<file path="src/rtl/exec_ctrl_seq_if.sv">
// Bundle between the instruction sequencer, its instruction/result clients
// and the downstream exec_unit. "master" is the sequencer's own view;
// "slave" is the view of the surrounding environment.
interface exec_ctrl_seq_if #(
  parameter int DW = 8,
  parameter int AW = 3,
  parameter int FW = 3
);
  logic          instr_valid;
  logic          instr_ready;
  logic [15:0]   instr;
  logic          ld;
  logic          write;
  logic          en_alu;
  logic          en_mem;
  logic [AW-1:0] addr;
  logic [DW-1:0] indata;
  logic [FW-1:0] f_select;
  logic [DW-1:0] outdata;
  logic          res_valid;
  logic          res_ready;
  logic [DW-1:0] res_data;
  logic          illegal;
  logic          busy;

  modport master (
    input  instr_valid, instr, outdata, res_ready,
    output instr_ready, ld, write, en_alu, en_mem, addr, indata, f_select,
           res_valid, res_data, illegal, busy
  );

  modport slave (
    output instr_valid, instr, outdata, res_ready,
    input  instr_ready, ld, write, en_alu, en_mem, addr, indata, f_select,
           res_valid, res_data, illegal, busy
  );
endinterface

</file>
<file path="src/rtl/exec_ctrl_seq.sv">
// Instruction sequencer in front of exec_unit. Accepts one 16-bit instruction
// in IDLE, drives the exec_unit strobes for HOLD_CYCLES cycles, then inserts
// a one-cycle gap (GAP) or a result-handshake phase (RESP, for reads).
module exec_ctrl_seq #(
  parameter int DW          = 8,
  parameter int AW          = 3,
  parameter int FW          = 3,
  parameter int HOLD_CYCLES = 2
) (
  input  logic           clk,
  input  logic           rst_n,
  exec_ctrl_seq_if.master bus
);

  localparam int CW = 4;

  typedef enum logic [1:0] {
    IDLE  = 2'd0,
    DRIVE = 2'd1,
    GAP   = 2'd2,
    RESP  = 2'd3
  } state_t;

  typedef enum logic [2:0] {
    OPC_NOP = 3'b000,
    OPC_LDI = 3'b001,
    OPC_ALU = 3'b010,
    OPC_RD  = 3'b011
  } opc_t;

  state_t        r_state;
  state_t        w_state_nxt;
  opc_t          r_op;
  logic [AW-1:0] r_addr;
  logic [DW-1:0] r_imm;
  logic [CW-1:0] r_cnt;
  logic [DW-1:0] r_res_data;
  logic          r_illegal;

  logic [2:0]    w_opc;
  logic          w_ready;
  logic          w_accept;
  logic          w_exec;
  logic          w_last_drive;

  assign w_opc        = bus.instr[15:13];
  assign w_ready      = rst_n && (r_state == IDLE);
  assign w_accept     = bus.instr_valid && w_ready;
  assign w_exec       = (w_opc == OPC_LDI) || (w_opc == OPC_ALU) || (w_opc == OPC_RD);
  assign w_last_drive = (r_state == DRIVE) && (r_cnt == '0);

  // State register
  always_ff @(posedge clk or negedge rst_n) begin
    if (!rst_n) r_state <= IDLE;
    else        r_state <= w_state_nxt;
  end

  // Next-state decode and exec_unit / handshake outputs
  always_comb begin
    w_state_nxt     = r_state;
    bus.ld          = 1'b0;
    bus.write       = 1'b0;
    bus.en_alu      = 1'b0;
    bus.en_mem      = 1'b0;
    bus.addr        = '0;
    bus.indata      = '0;
    bus.f_select    = '0;
    bus.res_valid   = 1'b0;
    bus.res_data    = r_res_data;
    bus.illegal     = r_illegal;
    bus.busy        = (r_state != IDLE);
    bus.instr_ready = w_ready;

    case (r_state)
      IDLE: begin
        if (w_accept && w_exec) w_state_nxt = DRIVE;
      end
      DRIVE: begin
        bus.addr = r_addr;
        case (r_op)
          OPC_LDI: begin
            bus.ld     = 1'b1;
            bus.write  = 1'b1;
            bus.en_mem = 1'b1;
            bus.indata = r_imm;
          end
          OPC_ALU: begin
            bus.en_alu   = 1'b1;
            bus.f_select = r_imm[FW-1:0];
          end
          OPC_RD: begin
            bus.en_mem = 1'b1;
          end
          default: bus.addr = '0;
        endcase
        if (r_cnt == '0) w_state_nxt = (r_op == OPC_RD) ? RESP : GAP;
      end
      GAP: begin
        w_state_nxt = IDLE;
      end
      RESP: begin
        bus.res_valid = 1'b1;
        if (bus.res_ready) w_state_nxt = IDLE;
      end
      default: w_state_nxt = IDLE;
    endcase
  end

  // Decoded-field capture and DRIVE window down-counter
  always_ff @(posedge clk or negedge rst_n) begin
    if (!rst_n) begin
      r_op   <= OPC_NOP;
      r_addr <= '0;
      r_imm  <= '0;
      r_cnt  <= '0;
    end else if (w_accept && w_exec) begin
      r_op   <= opc_t'(w_opc);
      r_addr <= AW'(bus.instr[12:10]);
      r_imm  <= DW'(bus.instr[7:0]);
      r_cnt  <= CW'(HOLD_CYCLES - 1);
    end else if ((r_state == DRIVE) && (r_cnt != '0)) begin
      r_cnt  <= r_cnt - 1'b1;
    end
  end

  // Read data captured at the edge that ends the last DRIVE cycle
  always_ff @(posedge clk or negedge rst_n) begin
    if (!rst_n)                              r_res_data <= '0;
    else if (w_last_drive && r_op == OPC_RD) r_res_data <= bus.outdata;
  end

  // One-cycle pulse for a dropped illegal opcode
  always_ff @(posedge clk or negedge rst_n) begin
    if (!rst_n) r_illegal <= 1'b0;
    else        r_illegal <= w_accept && w_opc[2];
  end

endmodule

</file>
<file path="src/flat_wrapper.sv">
// flat-port wrapper written by rule: the top's interface ports become plain ports
module exec_ctrl_seq_flat 
#(
  parameter int DW          = 8,
  parameter int AW          = 3,
  parameter int FW          = 3,
  parameter int HOLD_CYCLES = 2
)
  (clk, rst_n, bus_instr_valid, bus_instr, bus_outdata, bus_res_ready, bus_instr_ready, bus_ld, bus_write, bus_en_alu, bus_en_mem, bus_addr, bus_indata, bus_f_select, bus_res_valid, bus_res_data, bus_illegal, bus_busy);
  exec_ctrl_seq_if #(.DW(DW), .AW(AW), .FW(FW)) bus_i ();
  input  logic clk;
  input  logic rst_n;
  input wire logic [$bits(bus_i.instr_valid)-1:0] bus_instr_valid;
  input wire logic [$bits(bus_i.instr)-1:0] bus_instr;
  input wire logic [$bits(bus_i.outdata)-1:0] bus_outdata;
  input wire logic [$bits(bus_i.res_ready)-1:0] bus_res_ready;
  output wire logic [$bits(bus_i.instr_ready)-1:0] bus_instr_ready;
  output wire logic [$bits(bus_i.ld)-1:0] bus_ld;
  output wire logic [$bits(bus_i.write)-1:0] bus_write;
  output wire logic [$bits(bus_i.en_alu)-1:0] bus_en_alu;
  output wire logic [$bits(bus_i.en_mem)-1:0] bus_en_mem;
  output wire logic [$bits(bus_i.addr)-1:0] bus_addr;
  output wire logic [$bits(bus_i.indata)-1:0] bus_indata;
  output wire logic [$bits(bus_i.f_select)-1:0] bus_f_select;
  output wire logic [$bits(bus_i.res_valid)-1:0] bus_res_valid;
  output wire logic [$bits(bus_i.res_data)-1:0] bus_res_data;
  output wire logic [$bits(bus_i.illegal)-1:0] bus_illegal;
  output wire logic [$bits(bus_i.busy)-1:0] bus_busy;
  assign bus_i.instr_valid = bus_instr_valid;
  assign bus_i.instr = bus_instr;
  assign bus_i.outdata = bus_outdata;
  assign bus_i.res_ready = bus_res_ready;
  assign bus_instr_ready = bus_i.instr_ready;
  assign bus_ld = bus_i.ld;
  assign bus_write = bus_i.write;
  assign bus_en_alu = bus_i.en_alu;
  assign bus_en_mem = bus_i.en_mem;
  assign bus_addr = bus_i.addr;
  assign bus_indata = bus_i.indata;
  assign bus_f_select = bus_i.f_select;
  assign bus_res_valid = bus_i.res_valid;
  assign bus_res_data = bus_i.res_data;
  assign bus_illegal = bus_i.illegal;
  assign bus_busy = bus_i.busy;
  exec_ctrl_seq #(.DW(DW), .AW(AW), .FW(FW), .HOLD_CYCLES(HOLD_CYCLES)) u_core (.clk(clk), .rst_n(rst_n), .bus(bus_i));
endmodule
</file>
<file path="config.mk">
export PLATFORM = sky130hd
export DESIGN_NAME = exec_ctrl_seq_flat
export DESIGN_NICKNAME = d
export VERILOG_FILES = /design/src/rtl/exec_ctrl_seq_if.sv /design/src/rtl/exec_ctrl_seq.sv /design/src/flat_wrapper.sv
export SDC_FILE = /design/constraint.sdc
export NUM_CORES = 1
export LEC_CHECK = 0
export CAP_MARGIN = 20
export CORE_UTILIZATION = 42
export DETAILED_ROUTE_END_ITERATION = 10
export GPL_ROUTABILITY_DRIVEN = 0
export PLACE_DENSITY = 0.85
export SLEW_MARGIN = 5
export SYNTH_ARGS = -nofsm -noshare
export SYNTH_HDL_FRONTEND = slang
export SYNTH_SLANG_ARGS = --single-unit
export TNS_END_PERCENT = 50
</file>
<file path="constraint.sdc">
create_clock -name clk -period 1.8 [get_ports clk]
set_clock_uncertainty 0.05 [all_clocks]
set_input_delay 0.27 -clock clk [delete_from_list [all_inputs] [get_ports clk]]
set_output_delay 0.27 -clock clk [all_outputs]
set_load 0.02 [all_outputs]
</file>
==> results of run 1 <==
layer usage:
metal | share of wire, % | wire (um) | vias to the layer above | global-route usage, %
met4 | 1.4 | 51 | 0 | 5.98
met1 | 39 | 1470 | 561 | 25.1
met2 | 52 | 1940 | 51 | 37.7
li1 | - | - | 536 | -
met3 | 7.0 | 260 | 9 | 6.28
met5 | 0 | 0 | - | 0
cells in the final DEF, fill, tap and decap left out, types with 2 or more instances in the layout:
cell type and n:
sky130_fd_sc_hd__nor3b_4 2, sky130_fd_sc_hd__clkbuf_1 3, sky130_fd_sc_hd__buf_6 17, sky130_fd_sc_hd__buf_4 17, sky130_fd_sc_hd__mux2_4 10, sky130_fd_sc_hd__o21ai_0 3, sky130_fd_sc_hd__or3_1 3, sky130_fd_sc_hd__clkdlybuf4s50_1 34
sky130_fd_sc_hd__and2_4 11, sky130_fd_sc_hd__nand2_1 2, sky130_fd_sc_hd__nor2_1 2, sky130_fd_sc_hd__clkbuf_16 2, sky130_fd_sc_hd__mux2_2 11, sky130_fd_sc_hd__a21oi_1 3, sky130_fd_sc_hd__or4_1 2, sky130_fd_sc_hd__ha_1 2
sky130_fd_sc_hd__nor2b_1 2, sky130_fd_sc_hd__clkbuf_2 2, sky130_fd_sc_hd__dfrtp_1 29, sky130_fd_sc_hd__clkdlybuf4s15_2 3, sky130_fd_sc_hd__and2_1 5, sky130_fd_sc_hd__inv_1 3, sky130_fd_sc_hd__clkbuf_4 5
report_power, final:
| group | internal [mW] | switching [mW] |
|---|---|---|
| Combinational | 1.11 | 0.847 |
| Clock | 0.155 | 0.222 |
| Sequential | 0.952 | 0.239 |
logic make-up (layout without fill, tap and decap cells):
family	Yosys count	in the layout	synth area share, %
buffers and inverters	9	88	5.44
AND/OR/NAND/NOR	41	41	20.2
AO/OA/AOI/OAI	8	8	3.16
adder cells (fa/ha/maj)	2	2	1.75
multiplexers	22	22	18.6
flip-flops	29	29	50.9
metrics by stage:
step           cells  utilization, %  setup TNS (ps)  total power [mW]  setup slack [ps]
4_1_cts          229            72.2           -2680              3.42              -209
6_report         234            74.8           -3190              3.53              -171
2_1_floorplan    111               -            -196              2.12             -39.1
3_3_place_gp     216            66.4           -5000              2.75              -218
3_5_place_dp     216            66.4           -6480              2.83              -281
5_1_grt          234            74.8           -4800              3.74              -238
area by class of cell:
type / count / area share [%]
timing repair buffer: 77 / 33.2
inverter: 3 / 0.481
sequential: 29 / 31.0
clock buffer: 8 / 2.08
multi-input combinational: 73 / 30.8
tap: 44 / 2.35
worst max-delay path, cell delays in order, from the launching register on:
cell	delay (ps)
sky130_fd_sc_hd__dfrtp_1	420
sky130_fd_sc_hd__nand2b_4	180
sky130_fd_sc_hd__nor4b_4	310
sky130_fd_sc_hd__buf_4	180
sky130_fd_sc_hd__and2_4	130
sky130_fd_sc_hd__buf_6	110
what timing repair did:
action                                  CTS  global route
hold buffers                              0             0
hold endpoints to repair                  0             0
setup buffers                             4             3
gates cloned                              1             2
pin swaps                                10             2
endpoints found under the setup margin   29            41
resized for setup                       122            16
flip-flops by register name, indices dropped and copies added, names as in the netlist:
signal,cells
u_core.bus.illegal,1
u_core.r_imm,8
u_core.bus.res_data,8
u_core.r_op,3
u_core.r_addr,3
u_core.r_cnt,4
u_core.r_state,2
worst max-delay path by stage:
stage / endpoint / depth (start not counted) / slack [ps] / start
3_5_place_dp: bus_f_select[0] / 4 / -280 / u_core.r_state[1]
6_report: bus_f_select[0] / 5 / -170 / u_core.r_state[1]
2_1_floorplan: u_core.r_addr[0] / 6 / -40 / u_core.r_state[1]
3_3_place_gp: bus_indata[1] / 5 / -220 / u_core.r_state[1]
5_1_grt: bus_f_select[0] / 5 / -240 / u_core.r_state[1]
4_1_cts: bus_f_select[0] / 5 / -210 / u_core.r_state[1]
==> metrics, run 1 <==
hold slack final 318 ps; Crit path arrival time 1650 ps; clk_lat worst skew 330 ps; number of synthesized flops with an enable pin 0; routed via count divided by cell count 4.94; violated checks negative setup slack; Final Hold Viols 0; mean post-synth cell area 12.9 sq um; number of top-level pins 58; layout filler cell count 209; htree depth 2; path type of the worst min-delay path input pin to async pin; pin count of the biggest net entering global routing 30; Leak 1.05 nW; warnings from Yosys 0; startpoint kind of the worst setup timing path flop; nets in the synthesized netlist 141; Max-cap violations 0; number of antenna violations at the first check in global routing 0; TritonCTS sink count 29; share of the synthesized area in the top cell type 50.9%; DIE AREA 0.00363 sq mm; Clk Tree Root Cell sky130_fd_sc_hd__clkbuf_4; Placed Area 0.00208 sq mm; Routed WL 3.72 mm; total power per unit cell area 1510 mW/mm^2; transition time at the pin with the least slew margin 366 ps; wire length of the first global-routing pass 5.62 mm; combined area of the multi-input logic cells 722 sq um; summed area of non-filler cells in the final layout 0.00234 sq mm; sequential area share after synthesis 50.9%; Slew HR 75.6%; worst reg2reg startpoint u_core.r_state[1]; most common cell in the synthesized netlist sky130_fd_sc_hd__dfrtp_1; Rows 20; final HPWL from detailed placement 2.39 mm; clock edge transition at the registers on the reported setup and hold paths 100 ps; clock buffer count from CTS 5; RSZ-0062 raised after global routing yes; chip width 60.3 um; nets 219; crit path capture type primary output; final setup violating endpoints 30; biggest area consumer among synthesized cells sky130_fd_sc_hd__dfrtp_1; number of flip-flops and latches in the synthesized netlist 29; depth of the most critical reg-to-reg path 6; upper clock frequency limit 0.507 GHz; via count 1,157; post-synthesis cell type count 30; area taken by flip-flops and latches 726 sq um; most instantiated flip-flop cell in the synthesis netlist sky130_fd_sc_hd__dfrtp_1; Synth-to-Final Area Change 64.1%; Initial Utilization 45.6%; TritonCTS clock tree done; post-route clock period utilization 110%; area of the mapped netlist 0.00143 sq mm; share of flip-flops with an asynchronous set or reset 100%; worst-case register-to-register setup slack -110 ps; type of the setup path with the least slack flop to primary output; Total GRT Usage 21.4%; result of the run complete, but fails checks; fin. max-slew vios 0; Worst Slack Setup Final -171 ps; peak ir drop on the vdd network 895 uV; fraction of layout cells with a size suffix above 1 47.9%; number of DRC violations after detailed-routing iteration 0 23; vias in the first global route 1,206; number of optimization iterations in the first detailed-route pass 4; port bufs 55; mean routed wirelength per cell 15.9 um; endpoint of the most critical register-to-register path u_core.r_imm[5]; count of antenna diodes in the layout 0; maximum number of buffers from clock root to sink 2; core area 0.00313 sq mm; Vert. Die Dim 60.3 um; min cycle time layout 1970 ps; WP data required 1480 ps; number of instances in the synthesized netlist 111; cells taking the most area after synthesis sky130_fd_sc_hd__dfrtp_1 51%, sky130_fd_sc_hd__mux2_2 13%, sky130_fd_sc_hd__and2_1 7.0%, sky130_fd_sc_hd__mux2_4 5.3%, sky130_fd_sc_hd__buf_6 2.4%; CP Max Fanout 3; Routed Antenna Nets 0; GRT overflow 0; number of DRC violations after detailed routing 0; commonest cells in the netlist 29 x sky130_fd_sc_hd__dfrtp_1, 16 x sky130_fd_sc_hd__and2_1, 16 x sky130_fd_sc_hd__mux2_2, 5 x sky130_fd_sc_hd__mux2_4
(Power assumes the default switching activity.)
==> inputs of run 2 (changes only) <==
--- a/config.mk
+++ b/config.mk
@@ -5,10 +5,10 @@
 export SDC_FILE = /design/constraint.sdc
 export NUM_CORES = 1
 export LEC_CHECK = 0
-export CAP_MARGIN = 20
 export CORE_UTILIZATION = 42
 export DETAILED_ROUTE_END_ITERATION = 10
 export GPL_ROUTABILITY_DRIVEN = 0
+export HOLD_SLACK_MARGIN = 0.1
 export PLACE_DENSITY = 0.85
 export SLEW_MARGIN = 5
 export SYNTH_ARGS = -nofsm -noshare
==> results of run 2 <==
No change in the layout: final DEF, timing and power equal those of run 1.
